## config.mk

```make
export PLATFORM = sky130hd
export DESIGN_NAME = afifo_rd_packer
export DESIGN_NICKNAME = d
export VERILOG_FILES = /design/src/rtl/afifo_rd_packer.sv
export SDC_FILE = /design/constraint.sdc
export NUM_CORES = 1
export LEC_CHECK = 0
export CORE_MARGIN = 5
export CORE_UTILIZATION = 35
export CTS_CLUSTER_SIZE = 25
export DETAILED_ROUTE_END_ITERATION = 7
export PLACE_DENSITY_LB_ADDON = 0.1
export SYNTH_ARGS = -nofsm -noshare
export SYNTH_HDL_FRONTEND = slang
export SYNTH_SLANG_ARGS = --single-unit
export TNS_END_PERCENT = 20
```

## constraint.sdc

```tcl
create_clock -name clk -period 2.8 [get_ports clk]
set_clock_uncertainty 0.05 [all_clocks]
set_input_delay 0.56 -clock clk [delete_from_list [all_inputs] [get_ports clk]]
set_output_delay 0.56 -clock clk [all_outputs]
set_load 0.01 [all_outputs]
```

## src/rtl/afifo_rd_packer.sv

```systemverilog
// Async-FIFO read-side packer: pops bytes from a show-ahead FIFO and packs
// LANES of them into one word, with flush and idle-timeout partial emission.
//
// Ports:
//   clk, rst_n          clock, asynchronous active-low reset
//   rempty, rdata       FIFO head status and data (show-ahead)
//   rinc                pop strobe toward the FIFO
//   flush               request to emit a partially filled word
//   out_data, out_keep  packed word (lane 0 in LSBs) and contiguous lane mask
//   out_valid/out_ready output handshake
module afifo_rd_packer #(
    parameter int D_WIDTH = 8,
    parameter int LANES   = 4,
    parameter int TIMEOUT = 15
) (
    input  logic                       clk,
    input  logic                       rst_n,
    input  logic                       rempty,
    input  logic [D_WIDTH-1:0]         rdata,
    output logic                       rinc,
    input  logic                       flush,
    output logic [D_WIDTH*LANES-1:0]   out_data,
    output logic [LANES-1:0]           out_keep,
    output logic                       out_valid,
    input  logic                       out_ready
);

    localparam int CW = $clog2(LANES) + 1;

    typedef enum logic {
        FILL = 1'b0,
        HOLD = 1'b1
    } state_t;

    state_t                          state_q, state_d;
    logic [CW-1:0]                   cnt_q, cnt_d;
    logic [7:0]                      idle_cnt_q, idle_cnt_d;
    logic [LANES-1:0][D_WIDTH-1:0]   lane_q, lane_d;
    logic [LANES-1:0]                keep_q, keep_d;
    logic                            pop;

    // Mask with the lowest n lanes set.
    function automatic logic [LANES-1:0] low_mask(input logic [CW-1:0] n);
        logic [LANES-1:0] m;
        m = '0;
        for (int i = 0; i < LANES; i++) begin
            m[i] = (CW'(i) < n);
        end
        return m;
    endfunction

    // rst_n gates the strobe so the FIFO is never popped while in reset.
    assign pop       = rst_n && (state_q == FILL) && !rempty;
    assign rinc      = pop;
    assign out_valid = (state_q == HOLD);
    assign out_data  = lane_q;
    assign out_keep  = keep_q;

    always_comb begin
        state_d    = state_q;
        cnt_d      = cnt_q;
        idle_cnt_d = idle_cnt_q;
        lane_d     = lane_q;
        keep_d     = keep_q;
        unique case (state_q)
            FILL: begin
                if (pop) begin
                    for (int i = 0; i < LANES; i++) begin
                        if (CW'(i) == cnt_q) begin
                            lane_d[i] = rdata;
                        end
                    end
                    idle_cnt_d = '0;
                    cnt_d      = cnt_q + CW'(1);
                    // A flush that coincides with a pop includes that byte.
                    if (cnt_q == CW'(LANES - 1) || flush) begin
                        state_d = HOLD;
                        keep_d  = low_mask(cnt_q + CW'(1));
                    end
                end else if (cnt_q != '0) begin
                    idle_cnt_d = idle_cnt_q + 8'd1;
                    if (flush || idle_cnt_d == 8'(TIMEOUT)) begin
                        state_d    = HOLD;
                        keep_d     = low_mask(cnt_q);
                        idle_cnt_d = '0;
                    end
                end
            end
            HOLD: begin
                idle_cnt_d = '0;
                if (out_ready) begin
                    state_d = FILL;
                    cnt_d   = '0;
                    lane_d  = '0;
                    keep_d  = '0;
                end
            end
            default: begin
                state_d = FILL;
            end
        endcase
    end

    always_ff @(posedge clk or negedge rst_n) begin
        if (!rst_n) begin
            state_q    <= FILL;
            cnt_q      <= '0;
            idle_cnt_q <= '0;
            lane_q     <= '0;
            keep_q     <= '0;
        end else begin
            state_q    <= state_d;
            cnt_q      <= cnt_d;
            idle_cnt_q <= idle_cnt_d;
            lane_q     <= lane_d;
            keep_q     <= keep_d;
        end
    end

endmodule

```

=== Yosys cells after proc, flatten, opt, wreduce, memory -nomap -nowiden ===
Cells that the tools add are included.

* Register bits: 48
* Output and inout port bits: 38
* Word-level logic and storage cells: 72

* $add $sub $neg: 2
* $lt $le $gt $ge: 8
* Eq/ne operators: 14
* Muxes and demuxes: 26
* Bitwise logic cells: 1
* Reductions and logical operators: 13

{| class="wikitable"
|+ Operators with widths
! operator !! number
|-
| 32-bit 2-to-1 mux || 2
|-
| 32-bit one-hot mux with 2 select lines || 1
|-
| 8-bit 2-to-1 mux || 7
|-
| 4-bit 2-to-1 mux || 5
|-
| 8-bit one-hot mux with 2 select lines || 1
|-
| 1-bit by 3-bit less-than comparator with 1-bit output (first input constant) || 4
|-
| 2-bit by 3-bit less-than comparator with 1-bit output (first input constant) || 4
|-
| 3-bit AND reduction || 4
|-
| 3-bit by 2-bit inequality test with 1-bit output (second input constant) || 3
|-
| 8-bit by 1-bit adder with 8-bit output (second input constant) || 1
|-
| 8-bit by 4-bit equality test with 1-bit output (second input constant) || 1
|-
| 2-bit by 1-bit inequality test with 1-bit output (second input constant) || 4
|-
| 4-bit one-hot mux with 2 select lines || 1
|-
| 2-bit by 3-bit equality test with 1-bit output (first input constant) || 2
|-
| 3-bit 2-to-1 mux || 2
|-
| 3-bit one-hot mux with 2 select lines || 1
|-
| 1-bit 2-to-1 mux || 5
|-
| 2-bit inequality test (second input constant) || 2
|-
| 4-bit AND reduction || 1
|-
| 3-bit by 1-bit adder with 3-bit output (second input constant) || 1
|-
| 1-bit by 3-bit equality test with 1-bit output (first input constant) || 1
|-
| 3-bit by 2-bit equality test with 1-bit output (second input constant) || 1
|-
| 3-bit logical NOT || 1
|-
| 3-bit nonzero test || 1
|-
| other kinds (6) || 8
|}

=== Logic depth before layout (Yosys ltp) ===
* Depth after elaboration: 7
* Mapped depth: 8
* Gate-level depth less buffers: 7

=== Worst setup path after synthesis ===
No wires, ideal clock.

* Path type: input to register
* Start point: input port rst_n
* End point: register lane_q, in the netlist out_data[24]
* Setup time: 0.125 ns
* Arrival time: 1.826 ns
* Required time: 2.625 ns
* Setup slack: 0.800 ns
* Stages: 5
* Path buffers: 1
* Cells stage by stage: nor2b_1 > buf_2 > nand2b_1 > o31ai_2 > mux2_2

* Longest elaborated chain between the ends: 4

{| class="wikitable"
|+ Ends and longest elaborated chain
! what !! line !! RTL
|-
| from (decl) || 17 || <nowiki>input logic rst_n,</nowiki>
|-
| 1-bit logical AND (2 in a row) || 53 || <nowiki>assign pop = rst_n && (state_q == FILL) && !rempty;</nowiki>
|-
| 2-bit inequality test (no line) || -- ||
|-
| 3-bit AND reduction (no line) || -- ||
|-
| to (signal assigned) || 115 || <nowiki>lane_q <= lane_d;</nowiki>
|-
| to (decl) || 38 || <nowiki>logic [LANES-1:0][D_WIDTH-1:0] lane_q, lane_d;</nowiki>
|}

No other way between the ends.
A chain may end at the register's enable or synchronous reset.

=== Worst setup path in the final report ===
* Start point: input port rempty
* End point: output port rinc

* Longest elaborated chain between the ends: 2

{| class="wikitable"
|+ Ends and longest elaborated chain
! what !! line !! RTL
|-
| from (decl) || 18 || <nowiki>input logic rempty,</nowiki>
|-
| 1-bit logical NOT || 53 ||
|-
| 1-bit logical AND || 53 ||
|-
| to (decl) || 20 || <nowiki>output logic rinc,</nowiki>
|}

No other way between the ends.

==> qor.tcl <==
set qor(status) {finished clean}
set qor(worst_setup_hold_path_clk_slew_ns) 0.09
set qor(ios) 51
set qor(design.die.area_sq_um) 8510
set qor(synth_enable_flop_cells) 0
set qor(tritoncts_num_sinks) 48
set qor(power_density_nw_per_um2) 1070
set qor(numPlacedInstances) 332
set qor(dr_total_vias) 1685
set qor(timing_worst_slew_pin_value_ns) 0.630
set qor(clk_latency_ns) 0.30
set qor(synth.net_count) 221
set qor(finalInstanceArea_sq_um) 3110
set qor(grt_use_met1) 0.192
set qor(async_reset_ff_frac) 1.00
set qor(initial_utilization) 0.354
set qor(critPathMaxStageDelay_ns) 0.57
set qor(critical_path.most_common_cell) {sky130_fd_sc_hd__clkdlybuf4s50_1}
set qor(peakVddDrop_uv) 484
set qor(worstPathCellList) {clkdlybuf4s50_1 -> nor2b_1 -> nand2b_1 -> inv_1 -> clkdlybuf4s50_1}
set qor(post_cts_setup_driven_buffer_insertion_count) 0
set qor(critPathLaunchType) {input port}
set qor(met2_usage) 0.216
set qor(grt_antenna_before_repair) 0
set qor(cts_root_buf) {sky130_fd_sc_hd__clkbuf_8}
set qor(groute.usage.overall) 0.141
set qor(hpwlAfterDp_um) 4030
set qor(final_hold_slack_ns) 0.172
set qor(synth_top_area_share) 0.507
set qor(internal-power_w) 0.00216
set qor(cts-buffers-inserted) 5
set qor(primary_flip_flop_cell_chosen_by_synthesis_mapping) {sky130_fd_sc_hd__dfrtp_1}
set qor(drive_gt1_frac) 0.254
set qor(post-synth-top-area-cell) {sky130_fd_sc_hd__dfrtp_1}
set qor(reg2regPathDepth) 6
set qor(synthesis.area_per_instance_sq_um) 11.7
set qor(setup.worst_path.end_class) {primary output}
set qor(power.share.clock) 0.161
set qor(report.final.setup_viol) 0
set qor(final_core_util) 0.466
set qor(cts_tree) {built}
set qor(ys_ff_latch) 48
set qor(synth_top_cells_by_count) {sky130_fd_sc_hd__dfrtp_1 (48), sky130_fd_sc_hd__mux2_2 (36), sky130_fd_sc_hd__nand2_1 (13), sky130_fd_sc_hd__nor2b_1 (10), sky130_fd_sc_hd__nor3_1 (10)}
set qor(cp.buffers_inverters) 3
set qor(min_period_over_period) 0.935
set qor(cp_top_family) {buffers and inverters}
set qor(sum_neg_setup_slack_ns) 0
set qor(gp_routability_congestion) 0.795
set qor(post_synth_instance_area_sq_um) 2370
set qor(grt_max_degree) 37
set qor(placed_area_sq_um) 2990
set qor(required_ns) 2.19
set qor(fillCellCount) 640
set qor(initial_drc_count) 79
set qor(shortest_clock_period_the_worst_path_allows_after_layout_ns) 2.62
set qor(clock_tree.buffer_depth) 2
set qor(setup_repair_after_global_routing_missed_its_margin) {false}
set qor(h_tree_levels) 2
set qor(place.port_buffers) 50
set qor(synth_cells) 203
set qor(grt.met3_usage) 0.0451
set qor(synth.yosys.seq_area_share) 0.507
set qor(die_width_um) 92.2
set qor(number_of_global_route_vias_before_repair) 1777
set qor(slew_margin_rel) 0.579
set qor(die_h_um) 92.2
set qor(synth.yosys.warnings) 0
set qor(timing.final.hold_violations) 0
set qor(power.share.sequential) 0.346
set qor(number_of_standard_cells_in_the_layout_taps_in_and_fillers_out) 340
set qor(critPathSlowestCell) {sky130_fd_sc_hd__clkdlybuf4s50_1}
set qor(power_leakage_nw) 1.35
set qor(yosys-top-cells-area) {sky130_fd_sc_hd__dfrtp_1 (51%), sky130_fd_sc_hd__mux2_2 (17%), sky130_fd_sc_hd__ha_1 (2.6%)}
set qor(num-nets-final) 277
set qor(p_comb_frac) 0.492
set qor(post-synth-top-count-cell) {sky130_fd_sc_hd__dfrtp_1}
set qor(worst-path-max-fanout) 6
set qor(sw_frac_of_total) 0.350
set qor(path_class) {input port to primary output}
set qor(register_area_sq_um) 1200
set qor(multi_input_area_sq_um) 1100
set qor(netlist-cell-type-count) 43
set qor(timing.max_cap.violations) 0
set qor(globalRouteOverflowTotal) 0
set qor(post_drt_via_cell_ratio) 4.96
set qor(global_route.peak_usage_layer) {met2}
set qor(grt_pass1_wl_um) 9440
set qor(cp.arrival_ns) 2.01
set qor(post_cts_hold_buffer_count) 0
set qor(timing.hold.worst.class) {input port to async pin}
set qor(post_drt_wl_per_cell_um) 16.4
set qor(post_cts_resized) 0
set qor(num_rows) 30
set qor(post-route-drc-count) 0
set qor(n_antenna_cell) 0
set qor(worstSetupPathDepth) 5
set qor(max_freq_ghz) 0.382
set qor(design.core.area_sq_um) 6680
set qor(drt_pre_antenna_iters) 4
set qor(antenna_left) 0
set qor(switching_power_w) 0.00116
set qor(areaGrowthSynthToFinish_pct) 31.5
set qor(final_max_slew_viol_count) 0
set qor(postRouteWirelength_um) 5590
[power groups by stage]
| stage | Combinational, W | Clock, W | Sequential [W] |
|---|---|---|---|
| after detailed placement | 0.00167 | 0 | 0.00117 |
| after floorplan | 0.000803 | 0 | 0.00124 |
| after global placement | 0.00166 | 0 | 0.00117 |
| after CTS | 0.00167 | 0.000553 | 0.00116 |
| after global routing | 0.00179 | 0.000582 | 0.00119 |
| final | 0.00164 | 0.000537 | 0.00115 |
[path summary, 6_finish.rpt]
kind / end / from / slack (ns)
worst min register to register: out_data[20]$_DFFE_PN0P_ / out_data[20]$_DFFE_PN0P_ / 0.46
min in group clk: out_data[20]$_DFFE_PN0P_ / out_data[20]$_DFFE_PN0P_ / 0.46
worst min-delay path: out_keep[1]$_DFFE_PN0P_ / rst_n / 0.17
worst max-delay path: rinc / rempty / 0.18
worst max register to register: out_keep[0]$_DFFE_PN0P_ / idle_cnt_q[0]$_DFFE_PN0N_ / 0.70
max in group asynchronous: out_data[19]$_DFFE_PN0P_ / rst_n / 2.07
[state kept, by name, indices dropped and copies added (netlist names)]
signal	cells
cnt_q	3
idle_cnt_q	8
out_data	32
out_keep	4
out_valid	1
[cell type report]
| type | instances | share of cell area |
|---|---|---|
| Timing Repair Buffer | 60 | 0.183 |
| Clock buffer | 6 | 0.0265 |
| Multi-Input combinational cell | 139 | 0.354 |
| Sequential cell | 48 | 0.386 |
| Clock inverter | 2 | 0.0125 |
| Tap cell | 80 | 0.0322 |
| Inverter | 5 | 0.00603 |
[metrics by stage]
| step | setup slack [ns] | total power, W |
|---|---|---|
| after floorplan | 0.800 | 0.00204 |
| after global placement | 0.204 | 0.00283 |
| after detailed placement | 0.185 | 0.00283 |
| after CTS | 0.185 | 0.00338 |
| after global routing | 0.104 | 0.00356 |
| final | 0.181 | 0.00333 |
[routing by layer]
| layer | share of wire | vias to the layer above |
|---|---|---|
| met5 | 0 | - |
| li1 | - | 839 |
| met2 | 0.46 | 30 |
| met4 | 0.0052 | 0 |
| met3 | 0.051 | 2 |
| met1 | 0.48 | 814 |
[worst reg2reg max path: stages (launching register included)]
cell and delay (ns):
sky130_fd_sc_hd__dfrtp_1 0.45, sky130_fd_sc_hd__ha_1 0.29, sky130_fd_sc_hd__xor2_1 0.17, sky130_fd_sc_hd__nand3b_1 0.12
sky130_fd_sc_hd__o41ai_2 0.38, sky130_fd_sc_hd__o311ai_4 0.21, sky130_fd_sc_hd__mux2_2 0.31
[cell usage in the layout (no fill, tap or decap), drive strengths merged, types with 5 or more instances in the layout]
| cell type | Yosys | routed |
|---|---|---|
| buf | 6 | 11 |
| clkbuf | 5 | 6 |
| clkdlybuf4s50 | 0 | 49 |
| dfrtp | 48 | 48 |
| ha | 5 | 5 |
| inv | 5 | 5 |
| mux2 | 36 | 36 |
| nand2 | 13 | 13 |
| nand2b | 5 | 5 |
| nand3 | 8 | 8 |
| nor2 | 7 | 7 |
| nor2b | 10 | 10 |
| nor3 | 11 | 11 |
| o21ai | 9 | 9 |
[logic make-up (layout without fill, tap and decap cells)]
logic type               Yosys count  in the layout  share of synthesized area
flip-flops                        48             48                      0.507
AO/OA/AOI/OAI                     29             29                     0.0988
AND/OR/NAND/NOR                   63             63                      0.146
adder cells (fa/ha/maj)            5              5                     0.0264
XOR/XNOR                           6              6                     0.0222
buffers and inverters             16             73                     0.0275
multiplexers                      36             36                      0.171
Power figures use the tool's default switching activity.
